<file path="src/rtl/bus_scheduler.sv">
// Purpose : tenure-limited round-robin owner scheduler for a four-master shared bus.
// Latency : request sampled at edge N -> grant low in cycle N+1; a handover costs one dead TURN cycle.
// Backpr. : grants move only on transfer boundaries (as_ high or rdy_ low); a stalled transfer holds the bus.
//
// Optional feature: define BUS_SCHED_WATCHDOG_EN to build the stalled-transfer watchdog.
// Without it no stall counter exists, err is tied low and a stall holds the bus forever.
//
// Ports:
//   clk     system clock, all state changes on posedge
//   reset   asynchronous active-high reset
//   req_    per-master request, active-low (bit i = master i)
//   as_     address strobe from the current owner, active-low
//   rdy_    slave ready, active-low; low ends the current transfer
//   grnt_   per-master grant, registered, active-low, one-cold or all high
//   owner   index of the current or last owner, registered
//   busy    high while a master holds the grant
//   err     one-cycle watchdog pulse (0 when the watchdog is compiled out)

module bus_scheduler #(
    parameter int MAX_TENURE = 16,   // 1..31
    parameter int TIMEOUT    = 255   // 1..255, watchdog only
) (
    input  logic       clk,
    input  logic       reset,
    input  logic [3:0] req_,
    input  logic       as_,
    input  logic       rdy_,
    output logic [3:0] grnt_,
    output logic [1:0] owner,
    output logic       busy,
    output logic       err
);

    localparam logic [1:0] S_IDLE  = 2'd0;
    localparam logic [1:0] S_GRANT = 2'd1;
    localparam logic [1:0] S_TURN  = 2'd2;

    // r_tenure holds (grant cycles completed) and so equals MAX_TENURE-1 in the
    // MAX_TENURE-th grant cycle; that is the first cycle a waiter may preempt.
    localparam logic [4:0] TEN_MAX = 5'(MAX_TENURE);
    localparam logic [4:0] TEN_LIM = 5'(MAX_TENURE - 1);

    logic [1:0] r_state;
    logic [1:0] r_owner;
    logic [3:0] r_grnt_;
    logic       r_busy;
    logic [4:0] r_tenure;

    logic [3:0] w_req;
    logic       w_any_req;
    logic [1:0] w_pick;
    logic [3:0] w_own_1h;
    logic       w_others;
    logic       w_boundary;
    logic       w_tenure_hit;
    logic       w_release;
    logic       w_wd_force;
    logic [1:0] w_state_nxt;
    logic [1:0] w_owner_nxt;

    assign w_req        = ~req_;
    assign w_any_req    = |w_req;
    assign w_own_1h     = 4'b0001 << r_owner;
    assign w_others     = |(w_req & ~w_own_1h);
    assign w_boundary   = as_ | ~rdy_;
    assign w_tenure_hit = (r_tenure >= TEN_LIM);

    // Round-robin pick: search owner+1, owner+2, owner+3, then owner itself.
    // Iterating from the farthest candidate down lets the nearest one win.
    always_comb begin
        w_pick = r_owner;
        for (int k = 4; k >= 1; k--) begin
            if (w_req[r_owner + 2'(k)]) begin
                w_pick = r_owner + 2'(k);
            end
        end
    end

    // Release only on a boundary: the owner dropped its request, or its
    // tenure is used up and somebody else is waiting.
    assign w_release = w_boundary &
                       (~w_req[r_owner] | (w_tenure_hit & w_others));

    always_comb begin
        w_state_nxt = r_state;
        w_owner_nxt = r_owner;
        case (r_state)
            S_IDLE: begin
                if (w_any_req) begin
                    w_state_nxt = S_GRANT;
                    w_owner_nxt = w_pick;
                end
            end
            S_GRANT: begin
                if (w_release || w_wd_force) begin
                    w_state_nxt = S_TURN;
                end
            end
            S_TURN: begin
                if (w_any_req) begin
                    w_state_nxt = S_GRANT;
                    w_owner_nxt = w_pick;
                end else begin
                    w_state_nxt = S_IDLE;
                end
            end
            default: begin
                w_state_nxt = S_IDLE;
            end
        endcase
    end

    // Grants and busy are registered from the next-state decision so they
    // line up with the state register and never glitch.
    always_ff @(posedge clk or posedge reset) begin
        if (reset) begin
            r_state <= S_IDLE;
            r_owner <= 2'd0;
            r_grnt_ <= 4'hF;
            r_busy  <= 1'b0;
        end else begin
            r_state <= w_state_nxt;
            r_owner <= w_owner_nxt;
            r_busy  <= (w_state_nxt == S_GRANT);
            if (w_state_nxt == S_GRANT) begin
                r_grnt_ <= ~(4'b0001 << w_owner_nxt);
            end else begin
                r_grnt_ <= 4'hF;
            end
        end
    end

    // Tenure is zero in the first grant cycle, counts up and saturates.
    always_ff @(posedge clk or posedge reset) begin
        if (reset) begin
            r_tenure <= 5'd0;
        end else if (r_state != S_GRANT) begin
            r_tenure <= 5'd0;
        end else if (r_tenure != TEN_MAX) begin
            r_tenure <= r_tenure + 5'd1;
        end
    end

`ifdef BUS_SCHED_WATCHDOG_EN
    localparam logic [7:0] STALL_MAX = 8'(TIMEOUT);

    logic [7:0] r_stall;
    logic       r_err;
    logic       w_stall;

    assign w_stall = (r_state == S_GRANT) & ~as_ & rdy_;

    // err is raised on the edge where the count reaches TIMEOUT; the cycle
    // that shows err is still GRANT and is forced into TURN at its end.
    assign w_wd_force = (r_state == S_GRANT) && (r_stall == STALL_MAX);

    always_ff @(posedge clk or posedge reset) begin
        if (reset) begin
            r_stall <= 8'd0;
            r_err   <= 1'b0;
        end else begin
            r_err <= 1'b0;
            if ((r_state != S_GRANT) || (w_state_nxt != S_GRANT)) begin
                r_stall <= 8'd0;
            end else if (w_stall) begin
                if (r_stall != STALL_MAX) begin
                    r_stall <= r_stall + 8'd1;
                end
                if (r_stall == STALL_MAX - 8'd1) begin
                    r_err <= 1'b1;
                end
            end else begin
                r_stall <= 8'd0;
            end
        end
    end

    assign err = r_err;
`else
    logic [7:0] w_unused_timeout;
    assign w_unused_timeout = 8'(TIMEOUT);
    assign w_wd_force       = 1'b0;
    assign err              = 1'b0;
`endif

    assign grnt_ = r_grnt_;
    assign owner = r_owner;
    assign busy  = r_busy;

endmodule
</file>
<file path="config.mk">
export PLATFORM = sky130hd
export DESIGN_NAME = bus_scheduler
export DESIGN_NICKNAME = d
export VERILOG_FILES = /design/src/rtl/bus_scheduler.sv
export SDC_FILE = /design/constraint.sdc
export NUM_CORES = 1
export LEC_CHECK = 0
export ABC_CLOCK_PERIOD_IN_PS = 2800
export BUFFER_PORTS_ARGS = -buffer_cell sky130_fd_sc_hd__buf_2
export CORE_UTILIZATION = 55
export DETAILED_ROUTE_END_ITERATION = 6
export PLACE_DENSITY = 0.78
export SLEW_MARGIN = 20
export SYNTH_ARGS = -nofsm -noshare
export SYNTH_HDL_FRONTEND = slang
export SYNTH_SLANG_ARGS = --single-unit
</file>
<file path="constraint.sdc">
create_clock -name clk -period 2.8 [get_ports clk]
set_input_delay 0.42 -clock clk [delete_from_list [all_inputs] [get_ports clk]]
set_output_delay 0.42 -clock clk [all_outputs]
set_load 0.01 [all_outputs]
</file>
* After elaboration in Yosys (flattened, before gate mapping)
Cells that the tools add are included.
Word-level totals: register bits 14
Operators by class: bitwise gates (word level) 10, $add $sub $neg 4, shift operators 2, reductions and logical operators 5, mux-type cells 20, magnitude comparators 5, equality and inequality tests 5
Operators by type and width (count):
- $mux 2 | 7
- $lt 2x3->1 const B | 4
- $not 4->4 | 3
- $mux 5 | 2
- $bmux 1 s2 | 4
- $reduce_or 4->1 | 2
- $shl 1x2->4 const A | 2
- $pmux 2 s3 | 1
- $add 5x1->5 const B | 1
- $ge 5x4->1 const B | 1
- $mux 1 | 5
- $ne 5x5->1 const B | 1
- $add 2x2->2 const B | 2
- $and 4x4->4 | 1
- $eq 2x1->1 const B | 2
- $mux 4 | 1
- $add 2x1->2 const B | 1
- $and 1x1->1 | 2
- $eq 2x2->1 const B | 1
- $logic_not 2->1 | 1
- $ne 2x1->1 const B | 1
- $not 1->1 | 2
- $or 1x1->1 | 2
- $reduce_bool 2->1 | 1
- $reduce_or 2->1 | 1

* Logic depth before layout (Yosys ltp)
Gate-level depths: netlist of the first run.
word-level depth 11, gate-level depth with buffers 9, gate-level depth less buffers 8

* Least setup slack after synthesis of the first run
No wires, ideal clock.
path type register to register, start point reg r_owner[0] (netlist: owner[0]), end point reg r_grnt_[0] (netlist: grnt_[0]), cell stages (with the launch flop) 9, buffers on the path 2, path slack 0.459 ns, arrival time 2.276 ns, data required time 2.735 ns, path through dfrtp_1 buf_6 inv_1 ha_1 clkbuf_1 mux4_1 a211o_1 o21ai_2 nand3b_1
Between the ends: longest elaborated chain between the ends 11, elaborated cells between the ends (all ways) 30
Ends and longest elaborated chain:
- from (decl) | RTL line 44 | logic [1:0] r_owner;
- from (signal assigned) | RTL line 123 | r_owner <= w_owner_nxt;
- $add 2x2->2 | RTL line 73, 74
- $bmux 1 s2 | RTL line 73 | if (w_req[r_owner + 2'(k)]) begin
- $mux 1 (implied by the code) | RTL line 73
- $mux 2 (3 in a row) | RTL line 73
- $mux 2 | RTL line 89, 100
- $mux 2 (*)
- net w_owner_nxt[0] | RTL line 59 | logic [1:0] w_owner_nxt;
- $shl 1x2->4 (*) | RTL line 126 | r_grnt_ <= ~(4'b0001 << w_owner_nxt);
- $not 4->4 (*) | RTL line 126
- $mux 4 (*) | RTL line 125 | if (w_state_nxt == S_GRANT) begin
- to (signal assigned) | RTL line 126
- to (decl) | RTL line 45 | logic [3:0] r_grnt_;
Mark *: on every way through the listed nets, which the timed path passes. The rest lies on a longest branch. The select of a mux whose other input is x is not followed. A chain may end at the register's enable or synchronous reset.

* Worst setup path after layout of the first run
start point reg r_owner[1] (netlist: owner[1]), end point reg r_grnt_[0] (netlist: grnt_[0])
Between the ends: longest elaborated chain between the ends 11, elaborated cells between the ends (all ways) 30
Ends and longest elaborated chain (RTL line):
- $add 2x2->2 | 73
- $bmux 1 s2 | 73
- $mux 1 (implied by the code) | 73
- $mux 2 (2 in a row) | 73
- $mux 2 (*) | 73
- $mux 2 (*) | 89, 100
- $mux 2 (*)
- net w_owner_nxt[0] | 59
- $shl 1x2->4 (*) | 126
- $not 4->4 (*) | 126
- $mux 4 (*) | 125
Marks and branches as above.

==> flow_metrics.tcl, run 1 <==
set metrics [dict create \
    io_buffers 14 \
    start_util_pct 62.3 \
    antenna_cells 0 \
    grt_util_all_layers_pct 22.3 \
    final_hold_viol_count 0 \
    ys_ff_latch 14 \
    clkLatencyLatePin_ps 290 \
    numCtsBuffers 3 \
    gr-total-overflow 0 \
    ir_drop_v 0.000676 \
    clock.fmax_ghz 0.441 \
    period_needed_ps 2270 \
    power_density_nw_per_um2 1080 \
    r2r_slack_ps 530 \
    clockBufferDepth 2 \
    nFillCells 137 \
    cts_setup_buffers 0 \
    grt_pass1_vias 708 \
    antenna_left 0 \
    wire_per_inst_um 13.6 \
    synth_flop_cell "dfrtp_1" \
    hold_class "in -> async" \
    hpwl_um 1360 \
    place.gp.congestion 0.889 \
    dp_cells 127 \
    areaGrowthSynthToFinish_pct 9.95 \
    netlist_area_um2 993 \
    rsz0062_at_grt "no" \
    stdcell_count 131 \
    worstPathArrival_ps 2510 \
    critPathKind "reg -> reg" \
    htree_num_levels 1 \
    detail_route.iter0.violations 16 \
    first_pass_iters 4 \
    required_ps 3040 \
    relSlewSlack_pct 58.6 \
    ff2ff_path_depth 6 \
    cts_hold_buf 0 \
    end_kind "register" \
    io_pins 16 \
    final_max_slew_viol_count 0 \
    cts_resized 0 \
    async_reset_ff_share_pct 100 \
    synthDistinctLibCells 40 \
    route.detailed.drc 0 \
    synth_edf_count 0 \
    final.setup.tns_ps 0 \
    grt_antenna_before_repair 0 \
    setup_viol 0 \
    ys_seq_area_share_pct 35.8 \
    num_vias 749 \
    root_buffer "clkbuf_4" \
    avgViaCountPerCell 5.72 \
    startpoint_type "register" \
    synth_cells 95 \
    postSynthNetCount 110 \
    die_x_um 44.5 \
    r2r_end "grnt_[0]" \
    clock_skew_ps 4.77 \
    die-area_um2 1980 \
    grt_max_degree 15 \
    avgSynthCellArea_um2 10.5 \
    maxCapViolations 0 \
    cts_tree "yes" \
    worstMarginPinSlew_ps 616 \
    yosysWarningCount 0 \
    status "completed" \
    die_y_um 44.5 \
    cts.sinks 14 \
    power.leakage_nw 0.482 \
    utilization_pct 68.5 \
    path_cells "inv_1 > ha_1 > mux4_1 > a211o_1 > o21ai_2 > nand3b_1" \
    fp-row-count 14 \
    cpPeakStageDelay_ps 610 \
    fin_crit_sh_pct 81.0 \
    totalWireLength_um 1780 \
    core_um2 1590 \
    timing.rr.start "owner[1]" \
    worstPathMaxFanout 10 \
    grt_pass1_wl_um 3070 \
    clk_pin_slew_worst_paths_ps 90 \
    drive_gt1_share_pct 28.0 \
    slowest_stage "mux4_1" \
    nets 123 \
]
## worst max-delay path: cells and delay by family, from the launching register on
kind,cells,cell delay [ps]
fa+ha+maj,1,450
compound gates,2,380
flops,1,480
mux,1,610
buf+inv,1,160
simple gates,1,130
## state kept, by name, summed over array words and instances (netlist names)
register	flops
r_tenure	5
r_state	2
grnt_	4
owner	2
busy	1
## metal layers
layer | vias up | routed length, um | GRT usage, %
li1 | 369 | - | -
met1 | 356 | 863 | 30.4
met2 | 19 | 798 | 33.5
met3 | 5 | 76 | 3.67
met4 | 0 | 45 | 12.7
met5 | - | 0 | 0
## Yosys cell counts, types with 3 or more instances
cell	n	share of area [%]
mux2i_1	5	5.0
inv_1	7	2.6
nor2_1	6	2.3
ha_1	7	8.8
dfstp_2	4	11
clkbuf_1	4	1.5
dfrtp_1	10	25
nand2_1	3	1.1
nand3_1	3	1.5
o21ai_0	3	1.5
nor3_1	3	1.5
## through the flow
step	area (um^2)	total power [W]	setup slack [ps]	hold WS, ps
2_1_floorplan	993	0.000892	459	306
3_3_place_gp	1060	0.00100	620	475
3_5_place_dp	1060	0.00103	540	480
4_1_cts	1090	0.00118	528	159
5_1_grt	1090	0.00127	362	194
6_report	1090	0.00117	533	140
## worst max path at each step
stage	from	endpoint	slack [ps]	depth (start not counted)
floorplan	owner[0]	grnt_[0]	460	8
global placement	owner[1]	grnt_[0]	620	6
detailed placement	owner[1]	grnt_[1]	540	6
CTS	owner[1]	grnt_[2]	530	6
global route	owner[1]	grnt_[2]	360	7
finish	owner[1]	grnt_[0]	530	6
## layout make-up
type / count / area [um^2] / share of cell area [%]
Clock buffer: 4 / 36.3 / 3.32
Inverter: 7 / 26.3 / 2.41
Multi-Input combinational cell: 67 / 567 / 51.9
Sequential cell: 14 / 355 / 32.5
Tap cell: 24 / 30.0 / 2.75
Timing Repair Buffer: 15 / 77.6 / 7.10
## kinds of logic (layout without fill, tap and decap cells)
kind of cell	count (synthesis)	after routing	synth area share [%]
compound gates	20	20	15.9
xor+xnor	3	3	2.65
fa+ha+maj	7	7	8.82
buf+inv	14	26	7.18
flops	14	14	35.8
mux	10	10	14.9
other cells	1	1	0.377
simple gates	26	26	14.5
## layout by cell type, fill, tap and decap left out, types with 2 or more instances in the layout
cell type and instances:
mux2_2 2, nor2_1 6, mux2i_1 5, dfstp_2 4, o21ai_0 3, o31a_1 2
inv_1 7, a21oi_1 2, ha_1 7, dfrtp_1 10, nor3_1 3, nand3_1 3
xnor2_1 2, or4_1 2, clkbuf_4 3, o311ai_0 2, nor2b_1 2, nand2_1 3
buf_2 14, mux4_1 2, nand2b_1 2, o22ai_1 2
## power by group
group          internal, W  switching (W)
clock            0.0000793      0.0000722
combinational     0.000315       0.000369
sequential        0.000287      0.0000525
total             0.000681       0.000494
(Power assumes the default switching activity.)
==> run 2: changes to the inputs <==
--- a/config.mk
+++ b/config.mk
@@ -5,11 +5,11 @@
 export SDC_FILE = /design/constraint.sdc
 export NUM_CORES = 1
 export LEC_CHECK = 0
-export ABC_CLOCK_PERIOD_IN_PS = 2800
+export ABC_CLOCK_PERIOD_IN_PS = 2050
 export BUFFER_PORTS_ARGS = -buffer_cell sky130_fd_sc_hd__buf_2
-export CORE_UTILIZATION = 55
+export CORE_UTILIZATION = 49
 export DETAILED_ROUTE_END_ITERATION = 6
-export PLACE_DENSITY = 0.78
+export PLACE_DENSITY = 0.73
 export SLEW_MARGIN = 20
 export SYNTH_ARGS = -nofsm -noshare
 export SYNTH_HDL_FRONTEND = slang
==> constraint.sdc (replaced) <==
create_clock -name clk -period 2.05 [get_ports clk]
set_input_delay 0.3075 -clock clk [delete_from_list [all_inputs] [get_ports clk]]
set_output_delay 0.3075 -clock clk [all_outputs]
set_load 0.01 [all_outputs]
==> flow_metrics.tcl, run 2 (same netlist as run 1, synthesis figures left out) <==
set metrics [dict create \
    clkLatencyLatePin_ps 280 \
    die_x_um 47.0 \
    fin_crit_sh_pct 95.3 \
    startpoint_type "register" \
    r2r_slack_ps 100 \
    relSlewSlack_pct 61.8 \
    end_kind "register" \
    maxCapViolations 0 \
    internal-power_w 0.00104 \
    worstPathMaxFanout 4 \
    power_frac_seq_pct 25.8 \
    drive_gt1_share_pct 38.4 \
    gr-total-overflow 0 \
    core_um2 1820 \
    hpwl_um 1430 \
    final_max_slew_viol_count 0 \
    final_hold_viol_count 0 \
    mostFrequentLayoutCells "buf_2 (14), dfrtp_1 (8), inv_1 (6), buf_4 (6)" \
    ff_latch_area_um2 358 \
    required_ps 2250 \
    nFillCells 152 \
    numCtsBuffers 3 \
    power_density_nw_per_um2 1530 \
    root_buffer "clkbuf_4" \
    rsz0062_at_grt "no" \
    dpl_cell_area_um2 1100 \
    grt_pass1_vias 643 \
    totalWireLength_um 1940 \
    clock_skew_ps 4.30 \
    antenna_cells 0 \
    areaGrowthSynthToFinish_pct 16.6 \
    post-place-ws_ps 88.7 \
    io_buffers 14 \
    grt_max_degree 15 \
    grt_antenna_before_repair 0 \
    grt_util_all_layers_pct 19.8 \
    layout_commonest_cell "buf_2" \
    die_y_um 47.0 \
    fp-row-count 15 \
    fin_ws_ps 95.4 \
    cts_tree "yes" \
    worstPathArrival_ps 2160 \
    start_util_pct 54.6 \
    ff2ff_path_depth 8 \
    clock.fmax_ghz 0.512 \
    nets 128 \
    status "completed" \
    avgViaCountPerCell 5.69 \
    p_sw_share_pct 41.5 \
    num_vias 779 \
    first_pass_iters 4 \
    setup_viol 0 \
    io_pins 16 \
    largest_register_ffs 5 \
    multi_input_area_um2 587 \
    clockBufferDepth 2 \
    power.leakage_nw 0.499 \
    period_needed_ps 1950 \
    place.gp.congestion 0.837 \
    critPathKind "reg -> reg" \
    detail_route.iter0.violations 21 \
    route.detailed.drc 0 \
    worstMarginPinSlew_ps 569 \
    cts.sinks 14 \
    antenna_left 0 \
    p_switching_w 0.000736 \
    grt_pass1_wl_um 2930 \
    ir_drop_v 0.000872 \
    wire_per_inst_um 14.2 \
    top_register "r_tenure" \
    final_area_um2 1160 \
    hold_class "in -> async" \
    final.setup.tns_ps 0 \
    pwr-share-comb_pct 63.1 \
    htree_num_levels 1 \
    p_clk_share_pct 11.1 \
    die-area_um2 2210 \
    clk_pin_slew_worst_paths_ps 80 \
]
==> run 2: changes by cell type in the layout (fill, tap and decap cells not counted), moves of 2 or more <==
cell | previous run | this run
dfrtp_1 | 10 | 8
ha_1 | 7 | 5
buf_4 | 1 | 6
dfrtp_2 | 0 | 2
==> run 2: repair_timing <==
action / CTS / global route
endpoints found under the setup margin: 0 / 3
hold buffers: 0 / 0
setup buffers: 0 / 2
resized for setup: 0 / 3
==> run 2: worst paths after layout <==
path,start,end
worst min register to register,r_tenure[1],r_tenure[1]
worst max register to register,r_tenure[0],grnt_[1]
worst min-delay path,reset,busy
worst max-delay path,r_tenure[0],grnt_[1]
max in group asynchronous,reset,owner[0]
min in group clk,as_,r_state[1]
==> run 2: cell type report <==
cell class | count | area share, %
repair buffers | 20 | 9.94
clock buffers | 4 | 3.13
well taps | 25 | 2.70
flip-flops and latches | 14 | 30.9
multi-input cells | 67 | 50.6
inverters | 7 | 2.70
==> run 2: routing by layer <==
layer,wire length [um],part of all wire (%),track usage [%]
met5,0,0,0
met3,103,5.3,8.08
met4,20,1.0,6.86
met2,917,47,26.9
met1,903,46,28.2
==> run 2: critical path, stage by stage, from the launching register on <==
cell and delay [ps]:
dfrtp_1 410, ha_2 210, and3_1 190, ha_1 180, nor2_2 100, a2bb2oi_2 90, or4_1 460, o211ai_1 130
nand3_1 100
==> run 2: per-stage QoR <==
stage | std cells | hold slack (ps) | util (%) | total power (W)
floorplan | 95 | 194 | - | 0.00131
global placement | 131 | 347 | 60.2 | 0.00149
detailed placement | 131 | 354 | 60.2 | 0.00154
CTS | 135 | 45.0 | 62.2 | 0.00173
global route | 137 | 64.2 | 63.6 | 0.00192
finish | 137 | 25.3 | 63.6 | 0.00177
==> run 2: power groups by stage <==
stage | Combinational [W] | Clock (W) | Sequential (W)
5_1_grt | 0.00124 | 0.000212 | 0.000471
2_1_floorplan | 0.000810 | 0 | 0.000498
6_report | 0.00112 | 0.000197 | 0.000458
4_1_cts | 0.00108 | 0.000199 | 0.000459
3_5_place_dp | 0.00107 | 0 | 0.000465
3_3_place_gp | 0.00103 | 0 | 0.000459
